`config.mk`:
```
export PLATFORM = sky130hd
export DESIGN_NAME = mtm_alu_deserializer
export DESIGN_NICKNAME = d
export VERILOG_FILES = /design/src/rtl/mtm_alu_deserializer.sv
export SDC_FILE = /design/constraint.sdc
export NUM_CORES = 1
export LEC_CHECK = 0
export ABC_AREA = 1
export CORE_UTILIZATION = 30
export DETAILED_ROUTE_END_ITERATION = 12
export PLACE_DENSITY = 0.56
export SYNTH_ARGS = -nofsm -noshare
export SYNTH_HDL_FRONTEND = slang
export SYNTH_SLANG_ARGS = --single-unit
```
`constraint.sdc`:
```
create_clock -name clk -period 2 [get_ports clk]
set_input_delay 0.2 -clock clk [delete_from_list [all_inputs] [get_ports clk]]
set_output_delay 0.2 -clock clk [all_outputs]
set_load 0.03 [all_outputs]
```
`src/rtl/mtm_alu_deserializer.sv`:
```
// Serial front end of the mtm_Alu: assembles 11-bit packets into 8 DATA + 1 CTL frames,
// checks count/CRC/opcode. Optional inter-packet timeout: define DESER_TIMEOUT_EN.
module mtm_alu_deserializer #(
  parameter int unsigned TIMEOUT_CYCLES = 64
) (
  input  logic        clk,
  input  logic        rst_n,
  input  logic        sin,
  output logic        cmd_valid,
  output logic [31:0] A,
  output logic [31:0] B,
  output logic [2:0]  op,
  output logic        err_valid,
  output logic [2:0]  err_flags
);

  typedef enum logic [1:0] {StIdle, StType, StData, StStop} bit_state_e;

  bit_state_e  state_q, state_d;
  logic [2:0]  bit_cnt_q, bit_cnt_d;
  logic        is_ctl_q, is_ctl_d;
  logic [7:0]  sh_q, sh_d;
  logic [63:0] frame_q, frame_d;
  logic [3:0]  cnt_q, cnt_d;
  logic        bad_q, bad_d;
  logic [3:0]  crc_q, crc_d;
  logic [31:0] a_q, a_d, b_q, b_d;
  logic [2:0]  op_q, op_d;
  logic        cmd_valid_q, cmd_valid_d;
  logic        err_valid_q, err_valid_d;
  logic [2:0]  err_flags_q, err_flags_d;
  logic [3:0]  crc_full;

  // Direct-form step: equals the augmented (msg * x^4) mod g without feeding trailing zeros.
  function automatic logic [3:0] crc_step(input logic [3:0] c, input logic b);
    logic fb;
    fb = c[3] ^ b;
    return {c[2:0], 1'b0} ^ (fb ? 4'h3 : 4'h0);
  endfunction

  // Finish the CRC over the trailing {1'b1, op} carried in the CTL byte.
  assign crc_full = crc_step(crc_step(crc_step(crc_step(crc_q, 1'b1), sh_q[6]), sh_q[5]),
                             sh_q[4]);

`ifdef DESER_TIMEOUT_EN
  localparam int unsigned IdleW = $clog2(TIMEOUT_CYCLES + 1);
  logic [IdleW-1:0] idle_cnt_q, idle_cnt_d;
`else
  logic unused_timeout;
  assign unused_timeout = ^TIMEOUT_CYCLES;
`endif

  always_comb begin
    state_d     = state_q;
    bit_cnt_d   = bit_cnt_q;
    is_ctl_d    = is_ctl_q;
    sh_d        = sh_q;
    frame_d     = frame_q;
    cnt_d       = cnt_q;
    bad_d       = bad_q;
    crc_d       = crc_q;
    a_d         = a_q;
    b_d         = b_q;
    op_d        = op_q;
    cmd_valid_d = 1'b0;
    err_valid_d = 1'b0;
    err_flags_d = err_flags_q;
`ifdef DESER_TIMEOUT_EN
    idle_cnt_d  = '0;
`endif

    unique case (state_q)
      StIdle: begin
        if (!sin) begin
          state_d = StType;
        end
`ifdef DESER_TIMEOUT_EN
        else if (cnt_q != 4'd0) begin
          if (idle_cnt_q == IdleW'(TIMEOUT_CYCLES - 1)) begin
            cnt_d       = 4'd0;
            bad_d       = 1'b0;
            crc_d       = 4'd0;
            err_valid_d = 1'b1;
            err_flags_d = 3'b100;
          end else begin
            idle_cnt_d = idle_cnt_q + IdleW'(1);
          end
        end
`endif
      end
      StType: begin
        is_ctl_d  = sin;
        bit_cnt_d = 3'd0;
        state_d   = StData;
      end
      StData: begin
        sh_d      = {sh_q[6:0], sin};
        bit_cnt_d = bit_cnt_q + 3'd1;
        if (!is_ctl_q && cnt_q < 4'd8) begin
          crc_d = crc_step(crc_q, sin);
        end
        if (bit_cnt_q == 3'd7) begin
          state_d = StStop;
        end
      end
      StStop: begin
        state_d = StIdle;
        if (!sin) begin
          bad_d = 1'b1;
        end else if (!is_ctl_q) begin
          if (cnt_q < 4'd8) begin
            frame_d = {frame_q[55:0], sh_q};
            cnt_d   = cnt_q + 4'd1;
          end else begin
            cnt_d = 4'd9;
            bad_d = 1'b1;
          end
        end else begin
          if (cnt_q != 4'd8 || bad_q) begin
            err_valid_d = 1'b1;
            err_flags_d = 3'b100;
          end else if (crc_full != sh_q[3:0]) begin
            err_valid_d = 1'b1;
            err_flags_d = 3'b010;
          end else if (sh_q[7] || sh_q[5]) begin
            // Legal opcodes all have op[1] == 0.
            err_valid_d = 1'b1;
            err_flags_d = 3'b001;
          end else begin
            cmd_valid_d = 1'b1;
            b_d         = frame_q[63:32];
            a_d         = frame_q[31:0];
            op_d        = sh_q[6:4];
          end
          cnt_d = 4'd0;
          bad_d = 1'b0;
          crc_d = 4'd0;
        end
      end
      default: state_d = StIdle;
    endcase
  end

  always_ff @(posedge clk or negedge rst_n) begin
    if (!rst_n) begin
      state_q     <= StIdle;
      bit_cnt_q   <= 3'd0;
      is_ctl_q    <= 1'b0;
      sh_q        <= 8'd0;
      frame_q     <= 64'd0;
      cnt_q       <= 4'd0;
      bad_q       <= 1'b0;
      crc_q       <= 4'd0;
      a_q         <= 32'd0;
      b_q         <= 32'd0;
      op_q        <= 3'd0;
      cmd_valid_q <= 1'b0;
      err_valid_q <= 1'b0;
      err_flags_q <= 3'd0;
`ifdef DESER_TIMEOUT_EN
      idle_cnt_q  <= '0;
`endif
    end else begin
      state_q     <= state_d;
      bit_cnt_q   <= bit_cnt_d;
      is_ctl_q    <= is_ctl_d;
      sh_q        <= sh_d;
      frame_q     <= frame_d;
      cnt_q       <= cnt_d;
      bad_q       <= bad_d;
      crc_q       <= crc_d;
      a_q         <= a_d;
      b_q         <= b_d;
      op_q        <= op_d;
      cmd_valid_q <= cmd_valid_d;
      err_valid_q <= err_valid_d;
      err_flags_q <= err_flags_d;
`ifdef DESER_TIMEOUT_EN
      idle_cnt_q  <= idle_cnt_d;
`endif
    end
  end

  assign cmd_valid = cmd_valid_q;
  assign err_valid = err_valid_q;
  assign err_flags = err_flags_q;
  assign A         = a_q;
  assign B         = b_q;
  assign op        = op_q;

endmodule

```
; ---- Word-level counts from Yosys, hierarchy flattened
; Index checks and enable logic that the tools add are counted.
[totals]
out_inout_bits = 72
inputBits = 3
regBits = 159
word_cells = 90
[classes]
addsub = 2
n_lt_le_gt_ge = 1
n_bitwise = 13
muxes = 33
n_reduce_logical = 15
eq_ne = 12
[ops]
columns = cell, count
row1 = two-way mux 4 bit, 5
row2 = XOR 4 x 2 -> 4 bit, 5
row3 = two-way mux 1 bit, 15
row4 = two-way mux 2 bit, 7
row5 = AND reduction 4 bit, 3
row6 = "inequality test 2 bit, second input constant", 5
row7 = two-way mux 3 bit, 3
row8 = one-hot mux 2 bit (4 select lines), 1
row9 = one-hot mux 4 bit (2 select lines), 1
row10 = one-hot mux 3 bit (2 select lines), 1
row11 = AND reduction 2 bit, 3
row12 = AND reduction 6 bit, 1
row13 = "adder 4 x 1 -> 4 bit, second input constant", 1
row14 = "== test 2 bit, second input constant", 2
row15 = "< comparator 4 bit, second input constant", 1
row16 = inequality test 4 bit, 1
row17 = "inequality test 4 bit, second input constant", 1
row18 = inverter 1 bit, 4
row19 = nonzero test 2 bit, 2
row20 = XOR 1 bit, 4
row21 = "adder 3 x 1 -> 3 bit, second input constant", 1
row22 = "== test 3 bit, second input constant", 1
row23 = "inequality test 3 bit, second input constant", 1
row24 = nonzero test 3 bit, 1
row25 = 5 further kinds, 6

; ---- Logic depth before layout (Yosys ltp)
; Gate-level depths: netlist (run 1).
[logic_depth]
ltp_word = 17
mapped_depth = 13
ltp_nobuf = 12

; ---- Worst setup path after synthesis (run 1)
; No wires, ideal clock.
[synth_path]
path_kind = register -> register
start = register state_q[0]
end = register cnt_q[2]
path_buffers = 2
path_stages_with_launch = 6
path_slack_ps = 361
arrival_ps = 1499
period_less_slack_ps = 1639
setup_ps = 141
cell_sequence = dfrtp_1 ha_1 nand3_1 clkbuf_1 clkbuf_1 o22ai_1
[synth_between]
elab_chain_cells = 2
[synth_lines]
columns = item, line
row1 = from (decl), 19  ; bit_state_e state_q, state_d;
row2 = from (signal assigned), 146  ; state_q <= StIdle;
row3 = from (signal assigned), 164  ; state_q <= state_d;
row4 = == test 2 bit, 72  ; unique case (state_q)
row5 = AND reduction 2 bit (no line), --
row6 = to (signal assigned), 169  ; cnt_q <= cnt_d;
row7 = to (decl), 24  ; logic [3:0] cnt_q, cnt_d;
; No other way between the ends.
; A chain may end at the register's enable or synchronous reset.

; ---- Worst setup path after layout (run 1)
[layout_path]
start = register sh_q[5]
end = register a_q[19] (netlist: A[19])
[layout_between]
elab_chain_cells = 7
word_cells_on_any_way = 9
classes_between = eq/ne (1) / mux (1) / bitwise (5) / reduce/logical (2)
[layout_lines]
columns = item, line
row1 = from (decl), 22  ; logic [7:0] sh_q, sh_d;
row2 = from (signal assigned), 149  ; sh_q <= 8'd0;
row3 = from (signal assigned), 167  ; sh_q <= sh_d;
row4 = XOR 1 bit, 37  ; fb = c[3] ^ b;
row5 = two-way mux 2 bit, 38  ; return {c[2:0], 1'b0} ^ (fb ? 4'h3 : 4'h0);
row6 = XOR 4 x 2 -> 4 bit (2 in series), 38
row7 = inequality test 4 bit, 122  ; end else if (crc_full != sh_q[3:0]) begin
row8 = inverter 1 bit (no line), --
row9 = AND reduction 6 bit (no line) *, --
row10 = to (signal assigned), 154  ; a_q <= 32'd0;
row11 = to (signal assigned), 172  ; a_q <= a_d;
row12 = to (decl), 27  ; logic [31:0] a_q, a_d, b_q, b_d;
; Mark *: on every way between the ends. The rest lies on a longest branch, timed or not.

==> metrics.cfg, run 1 <==
[clock_network]
clockBufferDepth=2
cts.sinks=159
tritoncts=yes
cts_buffers=17
cts.clk_slew.worst_paths_ns=0.06
htree_levels=4
clk_latency_ns=0.42
cts-root-buf=clkbuf_16

[logic_synthesis]
syn_inst=695
synth_area_per_cell_um2=9.394
ys_seq_area_frac=0.6094
synth_edf_count=0
synth-async-reset-ratio=1.000
synth.area.top_cells=dfrtp_1, nand2_1, nand4_1, o21ai_0, inv_1
synthTopCellsByCount=nand2_1, dfrtp_1, nand4_1, inv_1, o21ai_0
syn_nets=707
ys_seq_elements=159
ys.flop_type=dfrtp_1
yosysTopAreaCell=dfrtp_1
synth_cell_types=25
yosysMostFrequentCell=nand2_1
ys_warn_count=0
synth.top_cell.area_share=0.6094
synth_area_um2=6529

[floorplan]
floorplan.initialDensity=0.3086
die_w_um=149.5
rows=53
fp.dieH_um=149.5
coreArea_um2=21150
die-area_um2=22360
pin_count=75

[global_routing]
grt_util_all_layers=0.1497
grt_pass1_wl_mm=25.75
grt-ovfl-total=0
grt_max_degree=63
antenna_found_initial=0
grt_pass1_vias=4773

[hold_path]
hp-class=in2async

[power]
p_sw_w=0.003869
ir_drop_mv=0.7370
seqPwrFrac=0.437
internal_power_w=0.006835
pwr-share-clk=0.307
comb_power_share=0.256
power_switching_share=0.3615
cellLeakagePower_nw=4.157
power_density_nw_per_um2=1294
power_w=0.01070

[setup_path]
cpMostUsedCell=nand2_1
critPathLaunchType=flip-flop
r2r_end=A[19]
reg2reg_slack_ns=0.21
cp_cell_sequence=inv_2, nand2_1, nand3_1, nand2_1, nand2_1, nand3_2, nor3_4, buf_12, nand4_1, nand2_1
max_stage_delay_ns=0.45
crit_start=sh_q[5]
crit_fanout=45
r2r-start=sh_q[5]
worstPathRequired_ns=2.36
endpoint=A[19]
endpoint_kind=flip-flop
crit_type=reg2reg
reg2reg_depth=10
critPathSlowestCell=dfrtp_2
arrival_ns=2.15

[outcome]
outcome=finished clean

[sta]
period_share=0.8967
relSlewSlack=0.6312
final-setup-viol-count=0
tightest_slew_ns=0.5532
fin_tns_setup_ns=0
layout_min_cycle_time_ns=1.793
rsz0062_at_grt=no
final_max_slew_viol_count=0
hold_slack_ns=0.2947
skew_ns=0.008849
timing.final.ws_setup_ns=0.2065
max_freq_mhz=557.6
hold_viol=0

[flow_run]
maxCapViolCount=0

[route]
wire_per_inst_um=14.99
vias=4896
drtIter0Drc=348
ant_nets=0
via_per_inst=4.672
finalWirelength_mm=15.71
drt_drc_violations_left=0
drtPass1Iterations=4

[placement]
hpwl_mm=10.43
post-place-ws_ns=0.1385
place_congestion=0.7522
portBuffers=74
place_inst=1015

[layout]
seq_area_um2=3980
num_antenna_cells=0
fillers=2109
layout.nets=772
final_layout_size_suffix_gt1_frac=0.09444
multiInputGateArea_um2=2162
area_delta_synth_final_pct=26.66
instances_no_fill=1048

==> cell usage in the layout (no fill, tap or decap), types with 3 or more instances in the layout <==
cell type,synthesis,layout
a21oi_1,28,28
buf_12,0,8
buf_4,2,7
clkbuf_16,0,17
clkdlybuf4s50_1,0,73
clkinvlp_4,0,3
dfrtp_1,159,158
ha_1,9,9
inv_1,49,49
inv_2,7,7
inv_6,0,3
mux2_2,8,8
nand2_1,216,216
nand3_1,13,12
nand4_1,68,68
nor2_1,30,28
o21ai_0,47,47
o22ai_1,5,5
==> power by group through the flow <==
stage / Sequential (W) / Clock [W] / Combinational [W]
after floorplan: 0.00460 / 0 / 0.00188
after global placement: 0.00471 / 0 / 0.00269
after detailed placement: 0.00472 / 0 / 0.00274
after CTS: 0.00467 / 0.00336 / 0.00275
after global routing: 0.00479 / 0.00351 / 0.00314
final: 0.00468 / 0.00329 / 0.00274
==> final cells by class <==
class                   instances  area share
clock inverters                13     0.01861
flip-flops and latches        159      0.4813
well taps                     275     0.04161
repair buffers                 91      0.1180
clock buffers                  19     0.05356
multi-input cells             435      0.2615
inverters                      56     0.02542
==> cell families (layout without fill, tap and decap cells) <==
group	after synthesis	count (layout)	share of synthesized area
fa+ha+maj	9	9	0.01725
buf+inv	101	179	0.06593
xor+xnor	3	3	0.004025
compound gates	82	82	0.06458
flops	159	159	0.6094
simple gates	333	333	0.2250
mux	8	8	0.01380
==> registers in the layout, summed over array words and instances, names as in the netlist, 2 cells and up <==
name / cells
state_q: 2
frame_q: 64
op: 3
sh_q: 8
bit_cnt_q: 3
B: 32
err_flags: 3
A: 32
crc_q: 4
cnt_q: 4
==> critical path: cells and delay by family (launching register included) <==
| kind | cells | cell delay (ns) |
|---|---|---|
| simple gates | 8 | 0.93 |
| buf+inv | 2 | 0.34 |
| flops | 1 | 0.45 |
==> per-layer routing <==
metal / vias to the layer above / wire (µm) / global-route usage
met4: 0 / 343 / 0.05612
met3: 24 / 728 / 0.03628
li1: 2405 / - / -
met1: 2332 / 7878 / 0.2170
met2: 135 / 6755 / 0.2139
met5: - / 0 / 0
==> per-stage QoR <==
| step | area, µm² | utilization |
|---|---|---|
| 2_1_floorplan | 6529 | - |
| 3_5_place_dp | 7657 | 0.3620 |
| 4_1_cts | 8264 | 0.3907 |
| 5_1_grt | 8269 | 0.3909 |
| 6_report | 8269 | 0.3909 |
| 3_3_place_gp | 7657 | 0.3620 |
==> repair_timing <==
item | CTS | global route
hold endpoints to repair | 50 | 0
hold buffers | 1 | 0
setup buffers | 0 | 0
resized for setup | 0 | 2
setup endpoints to repair | 0 | 11
==> worst min-delay path by stage <==
stage / startpoint / cells past startpoint / to
6_report: rst_n / 2 / err_valid
5_1_grt: rst_n / 2 / err_valid
4_1_cts: rst_n / 2 / err_valid
3_5_place_dp: rst_n / 1 / err_valid
3_3_place_gp: rst_n / 1 / err_valid
2_1_floorplan: rst_n / 0 / A[0]
Note: power is estimated with default switching activity, not from simulation.
==> run 2, diff against run 1 <==
--- a/config.mk
+++ b/config.mk
@@ -6,9 +6,11 @@
 export NUM_CORES = 1
 export LEC_CHECK = 0
 export ABC_AREA = 1
+export CAP_MARGIN = 10
 export CORE_UTILIZATION = 30
 export DETAILED_ROUTE_END_ITERATION = 12
-export PLACE_DENSITY = 0.56
+export DONT_BUFFER_PORTS = 1
+export PLACE_DENSITY = 0.52
 export SYNTH_ARGS = -nofsm -noshare
 export SYNTH_HDL_FRONTEND = slang
 export SYNTH_SLANG_ARGS = --single-unit
==> run 2 against run 1 <==
Against the previous run:
- the run now ends with negative hold slack left
- design area decreased by 11%
- global-route usage decreased by 0.36 points
- die area unchanged
- clock skew decreased by 0.00058 ns
- critical endpoint is now A[0]
==> metrics.cfg, run 2 (synthesis results as in run 1) <==
[setup_path]
cp_cell_sequence=inv_2, nand2_1, nand2_1, nor2_1, nor2_2, nand3_2, nor2_2, nand4_4, buf_12, nand2_1, nand2_1
critPathLaunchType=flip-flop
max_stage_delay_ns=0.43
arrival_ns=2.12
path_depth=11
endpoint_kind=flip-flop
r2r_end=A[0]
r2r-start=sh_q[6]
critPathSlowestCell=dfrtp_1
crit_start=sh_q[6]
crit_family=simple AND/OR/NAND/NOR gates
endpoint=A[0]
cp_num_buf_inv=2
reg2reg_slack_ns=0.19
worstPathRequired_ns=2.31
reg2reg_depth=11
cpMostUsedCell=nand2_1
crit_fanout=68
crit_type=reg2reg

[clock_network]
cts_buffers=17
htree_levels=4
post_cts_resized=0
cts-root-buf=clkbuf_16
postCtsSetupBuffers=0
ctsHoldBuffers=1
cts.sinks=159
clockBufferDepth=2
clk_latency_ns=0.42
cts.clk_slew.worst_paths_ns=0.06
tritoncts=yes

[sta]
rsz0062_at_grt=no
final_max_slew_viol_count=0
fin_tns_setup_ns=0
final-setup-viol-count=0
relSlewSlack=0.6730
timing.final.ws_setup_ns=0.1857
max_freq_mhz=551.2
hold_viol=159
hold_slack_ns=-0.5209
layout_min_cycle_time_ns=1.814
skew_ns=0.008271
tightest_slew_ns=0.4905
period_share=0.9072

[placement]
portBuffers=0
hpwl_mm=9.659
post-place-ws_ns=0.2002
place_congestion=0.7699

[floorplan]
rows=53
die_w_um=149.5
fp.dieH_um=149.5
floorplan.initialDensity=0.3086
coreArea_um2=21150
pin_count=75
die-area_um2=22360

[route]
drtPass1Iterations=4
drt_drc_violations_left=0
ant_nets=0
vias=4460
drtIter0Drc=280
finalWirelength_mm=15.12
wire_per_inst_um=15.60
via_per_inst=4.603

[power]
power_density_nw_per_um2=1396
ir_drop_mv=0.6853
cellLeakagePower_nw=3.846
power_w=0.01033

[layout]
final_common_cell=nand2_1
top_register=frame_q
layout_common_cells=nand2_1, dfrtp_1, nand4_1
fin_util=0.3499
largest_register_ffs=64
area_delta_synth_final_pct=13.36
num_antenna_cells=0
fillers=2152
final_layout_size_suffix_gt1_frac=0.09510
layout.nets=693

[global_routing]
grt_util_all_layers=0.1461
grt_max_degree=160
grt_pass1_wl_mm=25.14
grt_pass1_vias=4506
grt-ovfl-total=0
antenna_found_initial=0

[outcome]
violations=negative hold slack
outcome=finished with violations

[hold_path]
hp-class=in2async

[flow_run]
maxCapViolCount=0

[run 2: cell types whose count changed in the layout (fill, tap and decap cells not counted), sizes merged]
| cell | before | now |
|---|---|---|
| clkdlybuf4s50 | 73 | 0 |
| buf | 17 | 11 |
| clkinv | 3 | 6 |
| bufinv | 2 | 0 |
| inv | 61 | 60 |
[run 2: worst min-delay path by stage]
stage,to,cells past startpoint
4_1_cts,state_q[1],0
3_3_place_gp,err_valid,0
2_1_floorplan,A[0],0
5_1_grt,frame_q[32],0
3_5_place_dp,A[27],0
6_report,B[0],0
[run 2: metal layers]
layer | part of all wire | vias up | GRT usage
met5 | 0 | - | 0
met3 | 0.056 | 13 | 0.04665
met1 | 0.49 | 2120 | 0.2052
met4 | 0.011 | 0 | 0.04286
li1 | - | 2258 | -
met2 | 0.44 | 69 | 0.2130
[run 2: layout make-up]
class,count,area (µm²),share of cell area
inverters,56,210.2,0.02840
flip-flops and latches,159,3979,0.5376
clock buffers,19,442.9,0.05985
well taps,275,344.1,0.04649
repair buffers,12,155.1,0.02096
clock inverters,13,107.6,0.01454
multi-input cells,435,2162,0.2921
[run 2: report_power, final]
group	leakage, nW	internal (W)	switching, W
combinational	1.50	0.000848	0.00164
sequential	2.08	0.00403	0.000765
clock	0.264	0.00165	0.00140
[run 2: stage by stage]
stage	cells	cell area, µm²
floorplan	695	6529
global placement	936	6840
detailed placement	936	6840
CTS	969	7401
global route	969	7401
finish	969	7401
==> run 3, diff against run 2 <==
--- a/config.mk
+++ b/config.mk
@@ -8,6 +8,7 @@
 export ABC_AREA = 1
 export CAP_MARGIN = 10
 export CORE_UTILIZATION = 30
+export CTS_CLUSTER_SIZE = 24
 export DETAILED_ROUTE_END_ITERATION = 12
 export DONT_BUFFER_PORTS = 1
 export PLACE_DENSITY = 0.52
==> results of run 3 <==
Final layout, timing and power as in run 2 (identical DEF).
